File: config.mk
export PLATFORM = sky130hd
export DESIGN_NAME = fpu_issue_arb_flat
export DESIGN_NICKNAME = d
export VERILOG_FILES = /design/src/rtl/fpu_pkg.sv /design/src/rtl/fpu_issue_arb_if.sv /design/src/rtl/fpu_rsp_fifo.sv /design/src/rtl/fpu_issue_arb.sv /design/src/flat_wrapper.sv
export SDC_FILE = /design/constraint.sdc
export NUM_CORES = 1
export LEC_CHECK = 0
export CAP_MARGIN = 20
export CORE_MARGIN = 1.5
export CORE_UTILIZATION = 42
export CTS_CLUSTER_DIAMETER = 100
export CTS_CLUSTER_SIZE = 14
export DETAILED_ROUTE_END_ITERATION = 10
export GPL_TIMING_DRIVEN = 0
export PLACE_DENSITY = 0.78
export SLEW_MARGIN = 20
export SYNTH_ARGS = -nofsm -noshare
export SYNTH_HDL_FRONTEND = slang
export SYNTH_SLANG_ARGS = --single-unit
File: constraint.sdc
create_clock -name FPUCLK -period 1.8 [get_ports FPUCLK]
set_input_delay 0.45 -clock FPUCLK [delete_from_list [all_inputs] [get_ports FPUCLK]]
set_output_delay 0.45 -clock FPUCLK [all_outputs]
set_load 0.02 [all_outputs]
File: src/rtl/fpu_pkg.sv
// Shared floating-point issue definitions: opcodes, quiet-NaN constant and
// the in-flight tag carried alongside each operation.
package fpu_pkg;

  localparam logic [2:0]  OP_ADD = 3'b000;
  localparam logic [2:0]  OP_SUB = 3'b001;
  localparam logic [2:0]  OP_NOP = 3'b111;
  localparam logic [31:0] QNAN   = 32'h7FC0_0000;

  // One in-flight operation: who issued it and whether the ALU can execute it.
  typedef struct packed {
    logic valid;
    logic id;
    logic unsup;
  } tag_t;

  localparam int TAG_W = $bits(tag_t);

  // The attached pipeline only implements add and subtract.
  function automatic logic is_supported(input logic [2:0] ctrl);
    return (ctrl == OP_ADD) || (ctrl == OP_SUB);
  endfunction

endpackage

File: src/rtl/fpu_issue_arb_if.sv
// Bus bundle for the issue arbiter: two request ports, the ALU operand/result
// path and two response ports.
//
// Handshake: a transfer happens on a rising FPUCLK edge where VALID and READY
// are both high. A requester holds VALID and its payload stable until the
// transfer; READY may be computed combinationally from the current cycle.
interface fpu_issue_arb_if;
  logic        REQ0_VALID, REQ1_VALID;
  logic        REQ0_READY, REQ1_READY;
  logic [31:0] REQ0_A, REQ0_B, REQ1_A, REQ1_B;
  logic [2:0]  REQ0_CTRL, REQ1_CTRL;
  logic [31:0] ALU_A, ALU_B;
  logic [2:0]  ALU_CTRL;
  logic [31:0] ALU_OUT;
  logic        RSP0_VALID, RSP1_VALID;
  logic        RSP0_READY, RSP1_READY;
  logic [31:0] RSP0_DATA, RSP1_DATA;

  // Requesters, ALU and response consumers.
  modport master (
    output REQ0_VALID, REQ1_VALID, REQ0_A, REQ0_B, REQ1_A, REQ1_B,
           REQ0_CTRL, REQ1_CTRL, ALU_OUT, RSP0_READY, RSP1_READY,
    input  REQ0_READY, REQ1_READY, ALU_A, ALU_B, ALU_CTRL,
           RSP0_VALID, RSP1_VALID, RSP0_DATA, RSP1_DATA
  );

  // The arbiter itself.
  modport slave (
    input  REQ0_VALID, REQ1_VALID, REQ0_A, REQ0_B, REQ1_A, REQ1_B,
           REQ0_CTRL, REQ1_CTRL, ALU_OUT, RSP0_READY, RSP1_READY,
    output REQ0_READY, REQ1_READY, ALU_A, ALU_B, ALU_CTRL,
           RSP0_VALID, RSP1_VALID, RSP0_DATA, RSP1_DATA
  );
endinterface

File: src/rtl/fpu_rsp_fifo.sv
// Small synchronous response FIFO. Head is presented combinationally;
// a push and a pop on the same edge are both performed.
module fpu_rsp_fifo #(
  parameter int DEPTH = 2,
  parameter int W     = 32
) (
  input  logic         clk,
  input  logic         rst_n,
  input  logic         push,
  input  logic [W-1:0] push_data,
  input  logic         pop,
  output logic         valid,
  output logic [W-1:0] data
);
  localparam int PW = (DEPTH > 1) ? $clog2(DEPTH) : 1;
  localparam int CW = $clog2(DEPTH + 1);

  logic [W-1:0]  mem [DEPTH];
  logic [PW-1:0] wr_ptr, rd_ptr;
  logic [CW-1:0] count;
  logic          do_push, do_pop;

  function automatic logic [PW-1:0] next_ptr(input logic [PW-1:0] p);
    return (p == PW'(DEPTH - 1)) ? '0 : p + PW'(1);
  endfunction

  assign valid   = (count != '0);
  assign data    = mem[rd_ptr];
  assign do_pop  = pop & valid;
  // Upstream credits keep a push off a full FIFO; the guard only protects state.
  assign do_push = push & ((count != CW'(DEPTH)) | do_pop);

  // Pointer and occupancy bookkeeping.
  always_ff @(posedge clk or negedge rst_n) begin
    if (!rst_n) begin
      wr_ptr <= '0;
      rd_ptr <= '0;
      count  <= '0;
    end else begin
      if (do_push) wr_ptr <= next_ptr(wr_ptr);
      if (do_pop)  rd_ptr <= next_ptr(rd_ptr);
      if (do_push & ~do_pop)      count <= count + CW'(1);
      else if (~do_push & do_pop) count <= count - CW'(1);
    end
  end

  // Storage, cleared so the head reads zero out of reset.
  always_ff @(posedge clk or negedge rst_n) begin
    if (!rst_n) begin
      for (int i = 0; i < DEPTH; i++) mem[i] <= '0;
    end else if (do_push) begin
      mem[wr_ptr] <= push_data;
    end
  end

endmodule

File: src/rtl/fpu_issue_arb.sv
// Two-port round-robin issue arbiter for the non-stalling FP add/sub pipeline.
// Credits (one per response FIFO slot) gate issue so results always have a
// home; a tag shift register routes each result back to its requester.
// Optional statistics counters are enabled with FPU_ARB_STATS_EN.
module fpu_issue_arb
  import fpu_pkg::*;
#(
  parameter int LAT       = 4,
  parameter int RSP_DEPTH = 2
) (
  input  logic FPUCLK,
  input  logic RSTN,
  fpu_issue_arb_if.slave bus
`ifdef FPU_ARB_STATS_EN
  ,
  output logic [15:0] ISSUE_CNT,
  output logic [15:0] STALL_CNT
`endif
);
  localparam int CW = $clog2(RSP_DEPTH + 1);
  localparam logic [CW-1:0] CREDIT_INIT = CW'(RSP_DEPTH);

  logic [CW-1:0] credit0, credit1;
  logic          last_gnt;
  logic          elig0, elig1, gnt0, gnt1, accept;
  logic          rsp0_valid, rsp1_valid, pop0, pop1;
  logic [31:0]   sel_a, sel_b;
  logic [2:0]    sel_ctrl;
  logic          sel_unsup;
  tag_t          tag_pipe [LAT+1];
  tag_t          tag_in, tag_out;
  logic          push0, push1;
  logic [31:0]   push_data;

  // Eligibility and round-robin grant; nothing is granted while in reset.
  always_comb begin
    elig0 = RSTN & bus.REQ0_VALID & (credit0 != '0);
    elig1 = RSTN & bus.REQ1_VALID & (credit1 != '0);
    gnt0  = elig0 & (~elig1 | last_gnt);
    gnt1  = elig1 & (~elig0 | ~last_gnt);
  end

  assign accept         = gnt0 | gnt1;
  assign bus.REQ0_READY = gnt0;
  assign bus.REQ1_READY = gnt1;
  assign pop0           = rsp0_valid & bus.RSP0_READY;
  assign pop1           = rsp1_valid & bus.RSP1_READY;

  // Payload of the granted requester and the tag it will carry.
  always_comb begin
    sel_a     = gnt1 ? bus.REQ1_A    : bus.REQ0_A;
    sel_b     = gnt1 ? bus.REQ1_B    : bus.REQ0_B;
    sel_ctrl  = gnt1 ? bus.REQ1_CTRL : bus.REQ0_CTRL;
    sel_unsup = ~is_supported(sel_ctrl);
    tag_in    = '0;
    if (accept) tag_in = '{valid: 1'b1, id: gnt1, unsup: sel_unsup};
  end

  // Credits and last-grant pointer; accept and pop in one cycle cancel out.
  always_ff @(posedge FPUCLK or negedge RSTN) begin
    if (!RSTN) begin
      credit0  <= CREDIT_INIT;
      credit1  <= CREDIT_INIT;
      last_gnt <= 1'b1;
    end else begin
      if (gnt0 & ~pop0)      credit0 <= credit0 - CW'(1);
      else if (~gnt0 & pop0) credit0 <= credit0 + CW'(1);
      if (gnt1 & ~pop1)      credit1 <= credit1 - CW'(1);
      else if (~gnt1 & pop1) credit1 <= credit1 + CW'(1);
      if (accept) last_gnt <= gnt1;
    end
  end

  // Issue register: operands hold between issues, opcode idles at NOP.
  always_ff @(posedge FPUCLK or negedge RSTN) begin
    if (!RSTN) begin
      bus.ALU_A    <= '0;
      bus.ALU_B    <= '0;
      bus.ALU_CTRL <= OP_NOP;
    end else if (accept) begin
      bus.ALU_A    <= sel_a;
      bus.ALU_B    <= sel_b;
      bus.ALU_CTRL <= sel_unsup ? OP_NOP : sel_ctrl;
    end else begin
      bus.ALU_CTRL <= OP_NOP;
    end
  end

  // Tag pipe shifts every cycle, matching the ALU which never stalls.
  always_ff @(posedge FPUCLK or negedge RSTN) begin
    if (!RSTN) begin
      for (int i = 0; i <= LAT; i++) tag_pipe[i] <= '0;
    end else begin
      tag_pipe[0] <= tag_in;
      for (int i = 1; i <= LAT; i++) tag_pipe[i] <= tag_pipe[i-1];
    end
  end

  assign tag_out   = tag_pipe[LAT];
  assign push0     = tag_out.valid & ~tag_out.id;
  assign push1     = tag_out.valid &  tag_out.id;
  assign push_data = tag_out.unsup ? QNAN : bus.ALU_OUT;

  fpu_rsp_fifo #(.DEPTH(RSP_DEPTH), .W(32)) u_rsp_fifo0 (
    .clk       (FPUCLK),
    .rst_n     (RSTN),
    .push      (push0),
    .push_data (push_data),
    .pop       (bus.RSP0_READY),
    .valid     (rsp0_valid),
    .data      (bus.RSP0_DATA)
  );

  fpu_rsp_fifo #(.DEPTH(RSP_DEPTH), .W(32)) u_rsp_fifo1 (
    .clk       (FPUCLK),
    .rst_n     (RSTN),
    .push      (push1),
    .push_data (push_data),
    .pop       (bus.RSP1_READY),
    .valid     (rsp1_valid),
    .data      (bus.RSP1_DATA)
  );

  assign bus.RSP0_VALID = rsp0_valid;
  assign bus.RSP1_VALID = rsp1_valid;

`ifdef FPU_ARB_STATS_EN
  // Saturating issue and stall counters.
  always_ff @(posedge FPUCLK or negedge RSTN) begin
    if (!RSTN) begin
      ISSUE_CNT <= '0;
      STALL_CNT <= '0;
    end else begin
      if (accept && ISSUE_CNT != 16'hFFFF) ISSUE_CNT <= ISSUE_CNT + 16'd1;
      if ((bus.REQ0_VALID | bus.REQ1_VALID) && !accept && STALL_CNT != 16'hFFFF)
        STALL_CNT <= STALL_CNT + 16'd1;
    end
  end
`endif

endmodule

File: src/flat_wrapper.sv
// flat-port wrapper written by rule: the top's interface ports become plain ports
module fpu_issue_arb_flat import fpu_pkg::*;
#(
  parameter int LAT       = 4,
  parameter int RSP_DEPTH = 2
)
  (FPUCLK, RSTN, bus_REQ0_VALID, bus_REQ1_VALID, bus_REQ0_A, bus_REQ0_B, bus_REQ1_A, bus_REQ1_B, bus_REQ0_CTRL, bus_REQ1_CTRL, bus_ALU_OUT, bus_RSP0_READY, bus_RSP1_READY, bus_REQ0_READY, bus_REQ1_READY, bus_ALU_A, bus_ALU_B, bus_ALU_CTRL, bus_RSP0_VALID, bus_RSP1_VALID, bus_RSP0_DATA, bus_RSP1_DATA);
  fpu_issue_arb_if bus_i ();
  input  logic FPUCLK;
  input  logic RSTN;
  input wire logic [$bits(bus_i.REQ0_VALID)-1:0] bus_REQ0_VALID;
  input wire logic [$bits(bus_i.REQ1_VALID)-1:0] bus_REQ1_VALID;
  input wire logic [$bits(bus_i.REQ0_A)-1:0] bus_REQ0_A;
  input wire logic [$bits(bus_i.REQ0_B)-1:0] bus_REQ0_B;
  input wire logic [$bits(bus_i.REQ1_A)-1:0] bus_REQ1_A;
  input wire logic [$bits(bus_i.REQ1_B)-1:0] bus_REQ1_B;
  input wire logic [$bits(bus_i.REQ0_CTRL)-1:0] bus_REQ0_CTRL;
  input wire logic [$bits(bus_i.REQ1_CTRL)-1:0] bus_REQ1_CTRL;
  input wire logic [$bits(bus_i.ALU_OUT)-1:0] bus_ALU_OUT;
  input wire logic [$bits(bus_i.RSP0_READY)-1:0] bus_RSP0_READY;
  input wire logic [$bits(bus_i.RSP1_READY)-1:0] bus_RSP1_READY;
  output wire logic [$bits(bus_i.REQ0_READY)-1:0] bus_REQ0_READY;
  output wire logic [$bits(bus_i.REQ1_READY)-1:0] bus_REQ1_READY;
  output wire logic [$bits(bus_i.ALU_A)-1:0] bus_ALU_A;
  output wire logic [$bits(bus_i.ALU_B)-1:0] bus_ALU_B;
  output wire logic [$bits(bus_i.ALU_CTRL)-1:0] bus_ALU_CTRL;
  output wire logic [$bits(bus_i.RSP0_VALID)-1:0] bus_RSP0_VALID;
  output wire logic [$bits(bus_i.RSP1_VALID)-1:0] bus_RSP1_VALID;
  output wire logic [$bits(bus_i.RSP0_DATA)-1:0] bus_RSP0_DATA;
  output wire logic [$bits(bus_i.RSP1_DATA)-1:0] bus_RSP1_DATA;
  assign bus_i.REQ0_VALID = bus_REQ0_VALID;
  assign bus_i.REQ1_VALID = bus_REQ1_VALID;
  assign bus_i.REQ0_A = bus_REQ0_A;
  assign bus_i.REQ0_B = bus_REQ0_B;
  assign bus_i.REQ1_A = bus_REQ1_A;
  assign bus_i.REQ1_B = bus_REQ1_B;
  assign bus_i.REQ0_CTRL = bus_REQ0_CTRL;
  assign bus_i.REQ1_CTRL = bus_REQ1_CTRL;
  assign bus_i.ALU_OUT = bus_ALU_OUT;
  assign bus_i.RSP0_READY = bus_RSP0_READY;
  assign bus_i.RSP1_READY = bus_RSP1_READY;
  assign bus_REQ0_READY = bus_i.REQ0_READY;
  assign bus_REQ1_READY = bus_i.REQ1_READY;
  assign bus_ALU_A = bus_i.ALU_A;
  assign bus_ALU_B = bus_i.ALU_B;
  assign bus_ALU_CTRL = bus_i.ALU_CTRL;
  assign bus_RSP0_VALID = bus_i.RSP0_VALID;
  assign bus_RSP1_VALID = bus_i.RSP1_VALID;
  assign bus_RSP0_DATA = bus_i.RSP0_DATA;
  assign bus_RSP1_DATA = bus_i.RSP1_DATA;
  fpu_issue_arb #(.LAT(LAT), .RSP_DEPTH(RSP_DEPTH)) u_core (.FPUCLK(FPUCLK), .RSTN(RSTN), .bus(bus_i));
endmodule
; ---- After elaboration in Yosys (flattened, before gate mapping)
; Index checks and enable logic that the tools add are counted.
[classes]
add_sub_neg = 12
magnitude_cmp = 6
n_eq_ne = 3
n_mux = 31
bitwise_logic = 40
n_reduce_logical = 12
[op_table]
columns = op, n
row1 = $mux 32, 11
row2 = $bwmux 64, 2
row3 = $demux 32 s1, 2
row4 = $and 1x1->1, 20
row5 = $mux 2, 8
row6 = $reduce_bool 2->1, 8
row7 = $mux 3, 4
row8 = $not 1->1, 11
row9 = $add 2x1->2 const B, 4
row10 = $ge 2x2->1 const B, 4
row11 = $not 1->2, 4
row12 = $sub 2x1->2 const B, 4
row13 = $or 1x1->1, 5
row14 = $add 1x1->1 const B, 4
row15 = $lt 2x1->1 const B, 2
row16 = $mux 1, 4
row17 = $ne 2x2->1 const B, 2
row18 = $eq 3x1->1 const B, 1
row19 = $logic_not 3->1, 1
row20 = $logic_and 1x1->1, 2
row21 = $logic_or 1x1->1, 1
[word_totals]
ff_bits = 223
inputBits = 172
output_inout_bits = 135
word_cells = 135

; ---- Depth between registers and ports, before layout
[logic_depth]
ltp_word = 10
mapped_depth = 9
ltp_nobuf = 7

; ---- Modules after synthesis
; From an unflattened synthesis, not the netlist that was laid out.
[hier_totals]
hier_cells = 694
area_unflattened_um2 = 10208.5
[by_module_without_submodules]
columns = module, n_inst, cells_per_inst, area_per_inst_um2, seq_area_each_um2
row1 = fpu_rsp_fifo, 2, 188, 3128.0, 1701.6
row2 = fpu_issue_arb, 1, 318, 3952.5, 2184.6

; ---- Worst setup path after synthesis
; No wires, ideal clock.
[synth_path]
kind = register to register
startpoint = register u_core.credit0[1]
endpoint = register u_core.credit0[1]
setup_time_ns = 0.075
arrival_ns = 1.851
required_time_ns = 1.725
slack_ns = -0.126
stages_incl_launch_ff = 9
path_buffers = 2
period_less_slack_ns = 1.926
cell_sequence = dfstp_2 -> o211ai_1 -> o21bai_2 -> buf_6 -> buf_6 -> inv_1 -> ha_1 -> nor2_1 -> xor2_1
[synth_via]
elab_chain_len = 6
elab_cells_between_ends = 11
classes_between = add/sub: 2 / mux: 2 / bitwise: 5 / reduce/logical: 2
[synth_lines]
columns = element, line_no
row1 = start: declaration, fpu_issue_arb.sv:23  ; logic [CW-1:0] credit0, credit1;
row2 = start signal: assignment, fpu_issue_arb.sv:66  ; if (gnt0 & ~pop0) credit0 <= credit0 - CW'(1);
row3 = start signal: assignment, fpu_issue_arb.sv:67  ; else if (~gnt0 & pop0) credit0 <= credit0 + CW'(1);
row4 = $reduce_bool 2->1 (*), fpu_issue_arb.sv:37  ; elig0 = RSTN & bus.REQ0_VALID & (credit0 != '0);
row5 = $and 1x1->1 (*), fpu_issue_arb.sv:37
row6 = $and 1x1->1 (*), fpu_issue_arb.sv:39  ; gnt0 = elig0 & (~elig1 | last_gnt);
row7 = via bus_REQ0_READY, flat_wrapper.sv:22  ; output wire logic [$bits(bus_i.REQ0_READY)-1:0] bus_REQ0_READY;
row8 = $not 1->1, fpu_issue_arb.sv:67
row9 = $and 1x1->1, fpu_issue_arb.sv:67
row10 = $reduce_bool 2->1 (no source line), --
; Mark *: on every way through the listed nets, which the timed path passes. The rest lies on a longest branch. The select of a mux whose other input is x is not followed.
; A chain may end at the register's enable or synchronous reset.

; ---- Final worst setup path
[layout_path]
startpoint = register u_core.u_rsp_fifo0.rd_ptr
endpoint = output bus_RSP0_DATA[19]
[layout_via]
elab_chain_len = 4
[layout_lines]
columns = element, line_no
row1 = start: declaration, fpu_rsp_fifo.sv:19  ; logic [PW-1:0] wr_ptr, rd_ptr;
row2 = start signal: assignment, fpu_rsp_fifo.sv:41  ; if (do_pop) rd_ptr <= next_ptr(rd_ptr);
row3 = $not 1->2 (not written as such), fpu_rsp_fifo.sv:28  ; assign data = mem[rd_ptr];
row4 = $mux 32 (not written as such) (3 in a row), fpu_rsp_fifo.sv:28
row5 = end: declaration, flat_wrapper.sv:29  ; output wire logic [$bits(bus_i.RSP0_DATA)-1:0] bus_RSP0_DATA;
; No other way between the ends. The select of a mux whose other input is x is not followed.

==> impl_metrics.env <==
export IMPL_status="complete, but fails checks"
export IMPL_violations="negative hold slack, negative setup slack"
export IMPL_timing_rr_end="u_core.credit0[1]"
export IMPL_yosys_top_cells_count="dfrtp_1 (217), nor2_1 (171), mux2_2 (150), o22ai_1 (65), a21oi_1 (27)"
export IMPL_detail_route_wl_per_cell_um=20.07
export IMPL_antenna_found_initial=2
export IMPL_seqCellArea_um2=5595
export IMPL_r2r_start="u_core.credit0[0]"
export IMPL_wl_um=29070
export IMPL_max_slew_margin_pct=60.44
export IMPL_multi_input_area_um2=3857
export IMPL_fmax_ghz=0.4567
export IMPL_period_share_pct=121.6
export IMPL_period_needed_ns=2.190
export IMPL_cts_sinks=223
export IMPL_hold_ws_ns=-0.1603
export IMPL_drv_cap=0
export IMPL_p_per_area_nw_per_um2=1825
export IMPL_synth_area_per_cell_um2=12.20
export IMPL_syn_nets=959
export IMPL_hold_class="in2async"
export IMPL_fillers=1629
export IMPL_clk_pin_slew_ns=0.06
export IMPL_layout_drive_gt1_share_pct=32.50
export IMPL_arrival_ns=1.74
export IMPL_ant_nets=0
export IMPL_die_x_um=153.8
export IMPL_grt_pass1_wl_um=43990
export IMPL_area_growth_syn_to_layout_pct=52.33
export IMPL_cts_tree="yes"
export IMPL_first_iter_violations=290
export IMPL_max_slew_worst_pin_slew_ns=0.5933
export IMPL_setup_viol=67
export IMPL_nets=1337
export IMPL_core_um2=22090
export IMPL_design_area_um2=14550
export IMPL_drc=0
export IMPL_cp_max_fo=5
export IMPL_via_per_inst=5.108
export IMPL_final_cells=1448
export IMPL_ioPinCount=307
export IMPL_first_global_vias=7914
export IMPL_vdd_ir_drop_max_mv=0.9749
export IMPL_synth_most_common_cell="dfrtp_1"
export IMPL_yosys_warnings=0
export IMPL_fin_setup_tns_ns=-19.76
export IMPL_io_buffers=306
export IMPL_cts_buffers=19
export IMPL_maxSlewViolCount=0
export IMPL_critPathLaunchType="register"
export IMPL_final_hold_violation_count=49
export IMPL_async_flop_share_pct=100.0
export IMPL_clock_skew_ns=0.009210
export IMPL_initial_utilization_pct=43.22
export IMPL_synth_edff_count=0
export IMPL_endpoint_kind="output pin"
export IMPL_grt_max_degree=88
export IMPL_clk_insertion_delay_late_ns=0.49
export IMPL_placement_rows=54
export IMPL_netlist_instances=783
export IMPL_root_buffer="clkbuf_16"
export IMPL_fp_dieArea_um2=23650
export IMPL_cts_max_level=1
export IMPL_place_inst=1371
export IMPL_cp_required_ns=1.35
export IMPL_synth_seq_cells=223
export IMPL_yosysTopAreaCellShare_pct=56.87
export IMPL_leakage_nw=6.428
export IMPL_dp_hpwl_um=19950
export IMPL_rrSetupSlack_ns=-0.01
export IMPL_clockBufferDepth=3
export IMPL_syn_area_um2=9549
export IMPL_dr_pass1_iters=5
export IMPL_reg2reg_depth=9
export IMPL_path_class="reg2out"
export IMPL_overflow=0
export IMPL_gp_congestion=0.9102
export IMPL_worst_slack_ns=-0.3896
export IMPL_yosysSeqAreaShare_pct=58.52
export IMPL_grtUsageTotal_pct=23.90
export IMPL_die_y_um=153.8
export IMPL_vias=7396
export IMPL_synthTopCellsByArea="dfrtp_1 (57%), mux2_2 (18%), nor2_1 (6.7%)"
export IMPL_rsz0062_at_grt="true"
export IMPL_dpl_cell_area_um2=13050
export IMPL_synth_distinct_cells=37
export IMPL_ys_flop_type="dfrtp_1"
export IMPL_yosysTopAreaCell="dfrtp_1"
## metal layers
metal	vias up	share of wire [%]	routed length, um	track usage [%]
li1	3446	-	-	-
met1	3660	39	11210	27.72
met2	252	51	14820	42.34
met3	38	8.1	2350	7.779
met4	0	2.4	687	6.565
met5	-	0	0	0
## state kept, by name, summed over array words and instances (netlist names), 3 cells and up
name and count:
u_core.bus.ALU_A 32, u_core.bus.ALU_B 32, u_core.bus.ALU_CTRL 3, u_core.tag_out 3, u_core.tag_pipe 12, u_core.u_rsp_fifo0.mem 64
u_core.u_rsp_fifo1.mem 64
## how the worst max path moves through the flow
stage / startpoint / endpoint / slack, ns
global route: u_core.u_rsp_fifo0.rd_ptr / bus_RSP0_DATA[14] / -0.43
finish: u_core.u_rsp_fifo0.rd_ptr / bus_RSP0_DATA[19] / -0.39
CTS: u_core.u_rsp_fifo1.rd_ptr / bus_RSP1_DATA[18] / -0.49
global placement: RSTN / bus_REQ0_READY / -9.63
floorplan: u_core.credit0[0] / u_core.credit0[1] / -0.08
detailed placement: RSTN / bus_REQ1_READY / -1.53
## worst max-delay path: stages (launching register included)
cell,delay [ns]
dfrtp_2,0.44
buf_12,0.15
buf_8,0.13
buf_6,0.11
mux2_4,0.29
buf_6,0.13
## placed cells by master (no fill, tap or decap), drive strengths merged, types with 2 or more instances in the layout
cell type | Yosys | final
xnor2 | 8 | 8
nor2b | 23 | 23
dlygate4sd2 | 0 | 64
ha | 4 | 4
a21o | 2 | 2
dfstp | 6 | 6
diode | 0 | 2
o22ai | 65 | 65
o211ai | 3 | 3
clkdlybuf4s15 | 0 | 3
mux2 | 156 | 156
xor2 | 8 | 8
bufbuf | 0 | 2
nor3b | 2 | 2
mux2i | 9 | 9
clkdlybuf4s50 | 0 | 170
buf | 41 | 155
clkbuf | 6 | 35
dfrtp | 217 | 217
inv | 12 | 11
o21ai | 2 | 2
a21oi | 28 | 28
or2 | 2 | 2
nor2 | 172 | 172
nand2 | 8 | 8
## stage by stage
| stage | total power, mW | utilization, % | setup WS, ns | hold slack [ns] |
|---|---|---|---|---|
| finish | 26.54 | 65.84 | -0.3896 | -0.1603 |
| global route | 27.97 | 65.84 | -0.4348 | -0.1535 |
| CTS | 24.94 | 63.09 | -0.4939 | -0.1649 |
| detailed placement | 21.14 | 59.07 | -1.527 | 0.3347 |
| global placement | 20.88 | 58.80 | -9.633 | 0.3323 |
| floorplan | 15.63 | - | -0.08020 | 0.1544 |
## power by group
| group | internal, mW | switching, mW | leakage, nW |
|---|---|---|---|
| Combinational | 7.47 | 6.75 | 3.60 |
| Sequential | 7.37 | 1.27 | 2.58 |
| Clock | 1.93 | 1.75 | 0.246 |
| Total | 16.8 | 9.77 | 6.43 |
## area by class of cell
| type | count | area share [%] |
|---|---|---|
| repair buffers | 364 | 26.02 |
| inverters | 12 | 0.4215 |
| plain buffers | 40 | 2.649 |
| flip-flops and latches | 223 | 38.47 |
| well taps | 280 | 2.408 |
| clock inverters | 1 | 0.06021 |
| clock buffers | 25 | 3.423 |
| multi-input cells | 501 | 26.52 |
| diodes | 2 | 0.03441 |
## timing repair
| item | CTS | global route |
|---|---|---|
| endpoints found under the hold margin | 49 | 49 |
| gates cloned | 5 | 6 |
| pin swaps | 8 | 12 |
| setup endpoints to repair | 207 | 137 |
| setup buffers | 31 | 20 |
| gates resized for setup | 370 | 234 |
## cells by family after synthesis
group	Yosys count	share of synthesized area, %
AO/OA/AOI/OAI	106	7.023
XOR/XNOR	16	1.468
adder cells (fa/ha/maj)	4	0.5241
buffers and inverters	59	3.643
flip-flops	223	58.52
multiplexers	165	19.38
AND/OR/NAND/NOR	210	9.447
Power figures use the tool's default switching activity.
==> variant, RTL diff (same flow settings) <==
`LAT` is set to 4 in 2 places; all go to 2.
--- a/src/rtl/fpu_issue_arb.sv
+++ b/src/rtl/fpu_issue_arb.sv
@@ -5,7 +5,7 @@
 module fpu_issue_arb
   import fpu_pkg::*;
 #(
-  parameter int LAT       = 4,
+  parameter int LAT       = 2,
   parameter int RSP_DEPTH = 2
 ) (
   input  logic FPUCLK,
--- a/src/flat_wrapper.sv
+++ b/src/flat_wrapper.sv
@@ -1,7 +1,7 @@
 // flat-port wrapper written by rule: the top's interface ports become plain ports
 module fpu_issue_arb_flat import fpu_pkg::*;
 #(
-  parameter int LAT       = 4,
+  parameter int LAT       = 2,
   parameter int RSP_DEPTH = 2
 )
   (FPUCLK, RSTN, bus_REQ0_VALID, bus_REQ1_VALID, bus_REQ0_A, bus_REQ0_B, bus_REQ1_A, bus_REQ1_B, bus_REQ0_CTRL, bus_REQ1_CTRL, bus_ALU_OUT, bus_RSP0_READY, bus_RSP1_READY, bus_REQ0_READY, bus_REQ1_READY, bus_ALU_A, bus_ALU_B, bus_ALU_CTRL, bus_RSP0_VALID, bus_RSP1_VALID, bus_RSP0_DATA, bus_RSP1_DATA);
Behaviour: not the same (Yosys sat finds a counterexample within 10 cycles, from zero or initial values and one cycle with RSTN low).
==> variant against the original RTL <==
The flow finishes with violations (setup timing). First-iteration DRC count fell by 15%. Sequential cell count decreased by 6. Critical path depth stayed put. Wire length shrank 3.3%. Clock skew is 7.1 ps higher. Area after synthesis fell by 1.6%. Setup slack lost 36 ps. Cell area is 2.5% lower. Cell count decreased by 0.48%. Total power down 1.4%. Clock power up 3%. Largest power group unchanged. Highest routed layer unchanged.
==> variant: results (changes against the original RTL) <==
avgSynthCellArea_um2: 12.1  # was 12.2 µm²
hold_path_class: "in2async"  # unchanged
antenna_found_initial: 2  # unchanged
synthMuxAreaShare_pct: 19.7  # was 19.4%
yosys.area_share.xor_xnor_pct: 1.49  # was 1.47%
dp_hpwl_mm: 19.2  # was 20.0 mm
grt_pass1_vias: 7803  # was 7914
met2_usage_pct: 40.3  # was 42.3%
placed_cell_area_um2: 12900  # was 13100 µm²
synthArstFlopShare_pct: 100  # unchanged
yosysSeqAreaShare_pct: 57.9  # was 58.5%
clkPwrFrac_pct: 14.5  # was 13.9%
synth-compound-area-share_pct: 7.14  # was 7.02%
use_met3_pct: 7.76  # was 7.78%
place_congestion: 0.865  # was 0.910
wl_mm: 28.1  # was 29.1 mm
power.leakage_nw: 6.26  # was 6.43 nW
dr.pass1.iters: 4  # was 5
synthAdderAreaFrac_pct: 0.532  # was 0.524%
cts_buffers: 19  # unchanged
irDropWorstVdd_mv: 0.985  # was 0.975 mV
port_buffers: 306  # unchanged
nets: 1323  # was 1337
skew_ps: 16.3  # was 9.21 ps
r2r_slack_ps: -30  # was -10 ps
grt.total_usage_pct: 23.2  # was 23.9%
stdcell_count: 1441  # was 1448
grt_pass1_wl_mm: 43.0  # was 44.0 mm
comb_power_share_pct: 52.8  # was 53.6%
pwr_density_cell_nw_per_um2: 1850  # was 1820 nW/µm²
dr.first_iter.drc_count: 247  # was 290
synth.area.top_cells: "dfrtp_1, mux2_2, nor2_1"  # unchanged
arrival_ps: 1780  # was 1740 ps
routed_via_density: 5.08  # was 5.11
setup_ws_ps: -425  # was -390 ps
synth_common_cells: "dfrtp_1, nor2_1, mux2_2"  # unchanged
gr-usage-met1_pct: 28.0  # was 27.7%
tns_ps: -22280  # was -19760 ps
finalSetupViolCount: 67  # unchanged
n_fill_cell: 1725  # was 1629
drive_gt1_share_pct: 31.1  # was 32.5%
place_ws_ps: -1440  # was -1530 ps
violations: "setup timing"  # was hold timing, setup timing
maxSlewHeadroom_pct: 51.8  # was 60.4%
status: "complete, but fails checks"  # unchanged
p_sw_mw: 9.74  # was 9.77 mW
critPathCapture: "bus_RSP0_DATA[28]"  # was bus_RSP0_DATA[19]
grt_start_max_net_pins: 99  # was 88
clkSinkCount: 217  # was 223
clk_path_buf_depth: 3  # unchanged
-- variant: cell type report --
type	instances	area (µm²)	share of cell area, %
clock buffer	31	520	3.67
tap	280	350	2.47
clock inverter	2	17.5	0.124
buffer	41	347	2.44
inverter	12	53.8	0.379
antenna	2	5.00	0.0353
timing repair buffer	355	3640	25.7
sequential	217	5450	38.4
multi-input combinational	501	3800	26.8
-- variant: timing repair --
item / 4_1_cts / 5_1_grt
hold buffers: 3 / 0
resized for setup: 311 / 253
endpoints found under the setup margin: 177 / 90
hold endpoints to repair: 42 / 0
gates cloned: 2 / 3
pin swaps: 6 / 8
setup buffers: 19 / 23
-- variant: per-layer routing --
| metal | wire length, µm | vias to the layer above |
|---|---|---|
| li1 | - | 3416 |
| met1 | 11200 | 3632 |
| met2 | 14100 | 242 |
| met3 | 2360 | 28 |
| met4 | 438 | 0 |
| met5 | 0 | - |
